## config.mk

```make
export PLATFORM = sky130hd
export DESIGN_NAME = parity_check_stream
export DESIGN_NICKNAME = d
export VERILOG_FILES = /design/src/rtl/parity_check_stream.sv
export SDC_FILE = /design/constraint.sdc
export NUM_CORES = 1
export LEC_CHECK = 0
export CELL_PAD_IN_SITES_DETAIL_PLACEMENT = 0
export CELL_PAD_IN_SITES_GLOBAL_PLACEMENT = 2
export CORE_UTILIZATION = 26
export CTS_BUF_LIST = sky130_fd_sc_hd__clkbuf_8
export CTS_CLUSTER_SIZE = 25
export DETAILED_ROUTE_END_ITERATION = 16
export GPL_TIMING_DRIVEN = 0
export PLACE_DENSITY = 0.91
export SYNTH_ARGS = -nofsm -noshare
export SYNTH_HDL_FRONTEND = slang
export SYNTH_SLANG_ARGS = --single-unit
```

## constraint.sdc

```tcl
create_clock -name clk -period 2.4 [get_ports clk]
set_clock_uncertainty 0.15 [all_clocks]
set_input_delay 0.6 -clock clk [delete_from_list [all_inputs] [get_ports clk]]
set_output_delay 0.6 -clock clk [all_outputs]
set_load 0.01 [all_outputs]
```

## src/rtl/parity_check_stream.sv

```systemverilog
// Streaming parity checker with a single result register and valid/ready on both sides.
// Each accepted word yields a registered data-parity flag and a parity-error flag.
// A saturating error counter and a sticky error flag feed status logic.
// Optional feature: define PARCHK_WORDCNT_EN to add a wrapping count of accepted words.
module parity_check_stream #(
  parameter int unsigned DATA_W = 8,
  parameter int unsigned CNT_W  = 8
) (
  input  logic              clk,
  input  logic              rst,
  input  logic              in_valid,
  output logic              in_ready,
  input  logic [DATA_W-1:0] in_data,
  input  logic              in_par,
  input  logic              mode,
  output logic              out_valid,
  input  logic              out_ready,
  output logic              out_even,
  output logic              out_err,
  output logic [CNT_W-1:0]  err_cnt,
  output logic              err_sticky,
`ifdef PARCHK_WORDCNT_EN
  output logic [CNT_W-1:0]  word_cnt,
`endif
  input  logic              clr
);

  localparam logic [CNT_W-1:0] CntMax = '1;

  logic             out_valid_q, out_valid_d;
  logic             out_even_q, out_even_d;
  logic             out_err_q, out_err_d;
  logic [CNT_W-1:0] err_cnt_q, err_cnt_d;
  logic             err_sticky_q, err_sticky_d;
  logic             accept;
  logic             data_par;
  logic             word_err;

  // Result register frees up in the same cycle it is consumed.
  assign in_ready = !out_valid_q || out_ready;
  assign accept   = in_valid && in_ready;
  assign data_par = ^in_data;
  assign word_err = ((data_par ^ in_par) != mode);

  // Result register next state: load on accept, otherwise drain on consume.
  always_comb begin
    out_valid_d = out_valid_q;
    out_even_d  = out_even_q;
    out_err_d   = out_err_q;
    if (accept) begin
      out_valid_d = 1'b1;
      out_even_d  = ~data_par;
      out_err_d   = word_err;
    end else if (out_ready) begin
      out_valid_d = 1'b0;
    end
  end

  // Error status next state: clr beats a coincident error word.
  always_comb begin
    err_cnt_d    = err_cnt_q;
    err_sticky_d = err_sticky_q;
    if (clr) begin
      err_cnt_d    = '0;
      err_sticky_d = 1'b0;
    end else if (accept && word_err) begin
      err_sticky_d = 1'b1;
      if (err_cnt_q != CntMax) begin
        err_cnt_d = err_cnt_q + 1'b1;
      end
    end
  end

  // State registers with asynchronous active-low reset.
  always_ff @(posedge clk or negedge rst) begin
    if (!rst) begin
      out_valid_q  <= 1'b0;
      out_even_q   <= 1'b0;
      out_err_q    <= 1'b0;
      err_cnt_q    <= '0;
      err_sticky_q <= 1'b0;
    end else begin
      out_valid_q  <= out_valid_d;
      out_even_q   <= out_even_d;
      out_err_q    <= out_err_d;
      err_cnt_q    <= err_cnt_d;
      err_sticky_q <= err_sticky_d;
    end
  end

  assign out_valid  = out_valid_q;
  assign out_even   = out_even_q;
  assign out_err    = out_err_q;
  assign err_cnt    = err_cnt_q;
  assign err_sticky = err_sticky_q;

`ifdef PARCHK_WORDCNT_EN
  logic [CNT_W-1:0] word_cnt_q, word_cnt_d;

  // Accepted-word counter, wraps; clr takes priority like err_cnt.
  always_comb begin
    word_cnt_d = word_cnt_q;
    if (clr) begin
      word_cnt_d = '0;
    end else if (accept) begin
      word_cnt_d = word_cnt_q + 1'b1;
    end
  end

  // Word counter register.
  always_ff @(posedge clk or negedge rst) begin
    if (!rst) begin
      word_cnt_q <= '0;
    end else begin
      word_cnt_q <= word_cnt_d;
    end
  end

  assign word_cnt = word_cnt_q;
`endif

endmodule
```

==> results.md, run 1 <==
- Run status: finished, final reports clean
- Chip Width: 54.0 um
- Maximum buffer depth of the clock tree: 2
- Clock sinks: 12
- Multi-input logic area: 462 sq um
- Area share of the largest cell type after synthesis: 42.7%
- PD cells: 620 mW/mm^2
- Area delta synth->final: 65.3%
- CTS tree: yes
- Critical-path maximum fanout: 2
- First-pass GRT wire length: 2.59 mm
- I/O pin count: 28
- Reg2Reg Launch Point: err_cnt[0]
- Crit path launch type: input port
- Min cycle time layout: 2.37 ns
- CTS root buffer: clkbuf_8
- Netlist cell types: 29
- Die height: 54.0 um
- Worst setup startpoint: in_data[5]
- H-tree level count: 1
- Fraction of layout cells with a size suffix above 1: 27.6%
- Buffers on Ports: 27
- Final cell count without fillers: 135
- Critical path data arrival time: 2.39 ns
- Initial DRC count: 5
- Final ANT Viol Nets: 0
- Hold Vio Cnt, Final: 0
- Skew-Pair Late Insertion Delay: 0.25 ns
- Slew Limit Fails: 0
- Synth warn: 0
- Net count reported at finish: 122
- Core Rows: 18
- Top cell type by total area after synthesis: dfrtp_1
- Clock power share: 30.8%
- Core area: 0.00252 sq mm
- Worst slack, placed: -0.510 ns
- Pin count of the biggest net entering global routing: 13
- Final WL: 1.67 mm
- Global placement routability congestion: 0.726
- Post-synthesis cell count: 70
- Grt total ovfl: 0
- Hpwl dp: 1.14 mm
- Tcrit/Tclk final: 98.6%
- RSZ-0062 raised after global routing: yes
- Mapped Area: 703 sq um
- Placed cell count: 127
- Gr usage total: 12.8%
- R2R setup slack: 0.38 ns
- Internal: 0.517 mW
- Initial antenna violation count: 0
- Worst Tran Pin Value: 0.548 ns
- Logic pwr share: 36.0%
- Register area: 300 sq um
- Fin Setup TNS: 0 ns
- Relative slew margins: 63.5%
- Syn_area_per_cell: 10.0 sq um
- Max-cap violations: 0
- DR vias/cell: 4.70
- Psw: 0.203 mW
- Via Count: 634
- # diodes: 0
- DRC: 0
- Detailed-router iteration count before antenna repair: 4
- Endpoints failing setup: 0
- Total leakage power: 0.504 nW
- Switching part of the total power: 28.2%
- Register area share after synthesis: 42.7%
- Final WS setup: 0.0331 ns
- Sequential Power Share: 33.1%
- Effective utilization at floorplan: 27.9%
- Worst reg-to-reg path cell count: 6
- Critical path endpoint category: flip-flop
- Vias in the first global route: 589
- Worst setup path class: in -> reg
- Worst-path clk slew: 0.05 ns
- Tot Pwr: 0.720 mW
- Worst VDD drop: 493 uV
- CP required: 2.42 ns
- Fillers: 254
- Routed length per instance: 12.3 um
- TritonCTS Buffers: 3
- Top cells by area, synth: dfrtp_1 (43%), xnor2_1 (6.2%), mux2_2 (4.8%), nor2_1 (3.2%), o31ai_1 (3.2%)
- Die area: 0.00292 sq mm
- Worst Setup EP: err_cnt[7]
- Max Clock Freq: 0.422 GHz
- Min-delay worst type: reg -> reg
- Reg-to-reg endpoint: err_cnt[7]
- Mapped Nets: 86
- Worst hold slack: 0.332 ns
- Synth Register Bits: 12
[cell usage in the layout, fill, tap and decap left out, types with 2 or more instances in the layout]
cell type,Yosys,final
clkbuf_8,0,4
a21oi_2,0,3
clkdlybuf4s50_1,0,16
xnor2_2,1,6
or3_4,0,2
o21ai_0,2,2
nor2b_1,3,3
dfrtp_1,12,12
mux2_2,3,3
clkdlybuf4s15_1,0,2
nand2_1,5,5
nand2b_1,2,2
buf_4,0,4
o31ai_1,3,3
xor2_1,2,2
dlygate4sd2_1,0,9
or4_4,0,2
nand3_1,4,4
nor2_1,6,5
[cells by family after synthesis]
group                    share of synthesized area [%]
AND/OR/NAND/NOR                                   22.8
flip-flops                                        42.7
AO/OA/AOI/OAI                                     9.61
XOR/XNOR                                          14.2
multiplexers                                      6.23
buffers and inverters                             2.67
adder cells (fa/ha/maj)                           1.78
[power groups by stage]
stage | registers [mW] | clock network [mW] | logic [mW]
6_report | 0.238 | 0.222 | 0.260
2_1_floorplan | 0.250 | 0 | 0.112
5_1_grt | 0.242 | 0.237 | 0.278
3_5_place_dp | 0.241 | 0 | 0.213
4_1_cts | 0.239 | 0.228 | 0.245
3_3_place_gp | 0.241 | 0 | 0.211
[synthesized netlist by cell type]
library cell / instances
or3_1: 1
or3_2: 1
and3_1: 1
buf_6: 1
ha_1: 1
o21a_1: 1
xnor2_2: 1
nor2b_1: 3
dfrtp_1: 12
a21oi_1: 4
clkbuf_1: 1
xnor3_1: 1
or4_1: 3
nor3_1: 1
nor2_1: 6
o31ai_1: 3
mux2i_1: 1
nand3_1: 4
inv_1: 1
xor2_1: 2
o21ai_0: 2
nand2_1: 5
nor3b_1: 1
xnor2_1: 5
nand2b_1: 2
or2_2: 1
nand4_1: 1
a21o_1: 1
mux2_2: 3
[per-stage QoR]
step	area, sq um	utilization, %
after floorplan	703	-
after global placement	1010	40.1
after detailed placement	1010	40.1
after CTS	1110	44.0
after global routing	1160	46.1
final	1160	46.1
[layer usage]
layer,GRT usage (%),wire length (um),vias up
met1,16.4,791,292
met5,0,0,-
met2,18.9,738,23
li1,-,-,317
met3,6.21,115,2
met4,3.85,19,0
[flip-flops by register name, indices dropped and copies added, names as in the netlist]
signal / count
out_valid: 1
err_sticky: 1
out_err: 1
err_cnt: 8
out_even: 1
[worst min-delay path by stage]
stage                      end  cells past startpoint  startpoint
floorplan           err_cnt[0]                      0         rst
global placement       out_err                      1     out_err
detailed placement     out_err                      1     out_err
CTS                   out_even                      2    out_even
global route           out_err                      1     out_err
finish                out_even                      2    out_even
[critical path, stage by stage]
cell and delay (ns):
dlygate4sd2_1 0.25, xnor2_2 0.19, xnor2_2 0.16, xnor3_1 0.37, buf_4 0.15, or4_4 0.51
a21oi_2 0.14
[cell type report]
cell class | count | area share, %
multi-input combinational | 55 | 39.7
sequential | 12 | 25.8
timing repair buffer | 31 | 24.9
clock buffer | 4 | 4.74
tap | 30 | 3.23
buffer | 2 | 1.29
inverter | 1 | 0.323
[what timing repair did]
action / in CTS / in global routing
endpoints found under the setup margin: 9 / 3
cloned: 0 / 0
pin swaps: 13 / 5
hold buffers: 0 / 0
buffers inserted: 3 / 1
gates resized for setup: 18 / 10
Power figures use the tool's default switching activity.
==> inputs of run 2 (changes only) <==
- clock period: 2.4 -> 2.25 ns (I/O delays scaled with it)
==> results.md, run 2 (synthesis gave the netlist of run 1 again) <==
- Run status: finished, final reports clean
- DR vias/cell: 4.70 (+0.16%)
- Detailed-router iteration count before antenna repair: 4 (unchanged)
- Tot Pwr: 0.772 mW (+7.2%)
- Grt total ovfl: 0 (unchanged)
- Clock sinks: 12 (unchanged)
- Routed length per instance: 12.3 um (-0.54%)
- Worst-path clk slew: 0.05 ns (about the same)
- Via Count: 635 (+0.16%)
- Final WS setup: 0.100 ns (+0.0671 ns)
- Hold Vio Cnt, Final: 0 (unchanged)
- Maximum buffer depth of the clock tree: 2 (unchanged)
- I/O pin count: 28 (unchanged)
- CP required: 2.26 ns (-0.16 ns)
- Global placement routability congestion: 0.713 (-1.8%)
- CTS root buffer: clkbuf_8
- # diodes: 0 (unchanged)
- First-pass GRT wire length: 2.87 mm (+11%)
- Area delta synth->final: 66.4%
- Worst VDD drop: 371 uV (-25%)
- RSZ-0062 raised after global routing: no
- PD cells: 660 mW/mm^2 (+6.5%)
- Critical-path maximum fanout: 6 (+4)
- Effective utilization at floorplan: 27.9% (unchanged)
- Gr usage total: 14.0% (+1.1 points)
- Core area: 0.00252 sq mm (unchanged)
- H-tree level count: 1 (unchanged)
- Buffers on Ports: 27 (unchanged)
- Final WL: 1.66 mm (-0.54%)
- Vias in the first global route: 657 (+12%)
- Fin Setup TNS: 0 ns (unchanged)
- Endpoints failing setup: 0 (unchanged)
- Net count reported at finish: 122 (unchanged)
- TritonCTS Buffers: 3 (unchanged)
- Die area: 0.00292 sq mm (unchanged)
- Commonest non-fill, non-tap cell in the layout: clkdlybuf4s50_1
- Min cycle time layout: 2.15 ns
- Pin count of the biggest net entering global routing: 13 (unchanged)
- Hpwl dp: 1.18 mm (+3.7%)
- Worst setup path class: in -> reg
- Min-delay worst type: reg -> reg
- Slew Limit Fails: 0 (unchanged)
- Chip Width: 54.0 um (unchanged)
- Max Clock Freq: 0.465 GHz
- CTS tree: yes
- Most frequent cells in the layout: clkdlybuf4s50_1 (16), dfrtp_1 (12), xnor2_2 (6)
- Max-cap violations: 0 (unchanged)
- Final ANT Viol Nets: 0 (unchanged)
- Initial antenna violation count: 0 (unchanged)
- Fillers: 258 (+1.6%)
- Buffer and inverter count on the worst path: 1 (-1)
- Worst path cell trace: clkdlybuf4s50_1 > nand2b_4 > nand2_2 > or3_4 > or4_1 > a21oi_1
- Worst slack, placed: -0.591 ns (-0.0809 ns)
- Max FFs per register: 8 (unchanged)
- Skew-Pair Late Insertion Delay: 0.24 ns (about the same)
- Initial DRC count: 6 (+1)
- Delay-heaviest family, CP: simple AND/OR/NAND/NOR gates
- DRC: 0 (unchanged)
- Worst Tran Pin Value: 0.543 ns (-0.00561 ns)
- Critical path data arrival time: 2.16 ns (-0.23 ns)
- Slowest stage delay, CP: 0.45 ns (-0.06 ns)
- Slowest CP cell: clkdlybuf4s50_1
- Relative slew margins: 63.7% (+0.26 points)
- Total leakage power: 0.508 nW (+0.82%)
- Core Rows: 18 (unchanged)
- Fraction of layout cells with a size suffix above 1: 32.4% (+4.8 points)
- Critical path endpoint category: flip-flop
- Die height: 54.0 um (unchanged)
- Crit path launch type: input port
- Tcrit/Tclk final: 95.5%
run 2: per-stage QoR:
stage / cells / hold WS [ns] / utilization (%) / cell area, sq um
floorplan: 70 / 0.117 / - / 718
finish: 135 / 0.333 / 46.4 / 1170
global placement: 127 / 0.316 / 40.7 / 1030
global route: 135 / 0.359 / 46.4 / 1170
CTS: 135 / 0.337 / 46.1 / 1160
detailed placement: 127 / 0.315 / 40.7 / 1030
run 2: final timing paths:
path	startpoint	endpoint	slack (ns)	cells past startpoint
max in group asynchronous	rst	err_cnt[7]	1.06	1
hold / removal	out_err	out_err	0.33	1
setup / recovery	out_ready	err_cnt[7]	0.10	6
hold reg to reg	out_err	out_err	0.33	1
min in group asynchronous	rst	err_cnt[0]	0.53	1
setup reg to reg	err_cnt[0]	err_cnt[7]	0.23	6
run 2: area by class of cell:
type	instances	area, sq um	area share [%]
buffer	2	15.0	1.28
clock buffer	4	55.1	4.71
inverter	1	3.75	0.321
multi-input combinational	55	479	41.0
sequential	12	300	25.7
tap	30	37.5	3.21
timing repair buffer	31	279	23.9
run 2: repair_timing:
item / in CTS / in global routing
hold buffers: 0 / 0
buffers inserted: 4 / 0
setup endpoints to repair: 9 / 8
resized for setup: 30 / 12
pin swaps: 13 / 7
run 2: worst reg2reg max path, stage by stage (launching register included):
cell and delay (ns):
dfrtp_1 0.42, ha_1 0.27, nand3_1 0.10, nor2_1 0.05
or3_4 0.41, or4_1 0.40, a21oi_1 0.15
run 2: layer usage:
layer / global-route usage (%) / vias up / wire, um
met3: 3.39 / 4 / 54
met2: 23.3 / 13 / 832
met1: 16.8 / 301 / 736
met5: 0 / - / 0
li1: - / 317 / -
met4: 6.41 / 0 / 34
run 2: report_power, final:
| part | total, mW | switching, mW | internal, mW |
|---|---|---|---|
| sequential | 0.255 | 0.0163 | 0.239 |
| clock | 0.230 | 0.0762 | 0.154 |
| combinational | 0.287 | 0.125 | 0.162 |
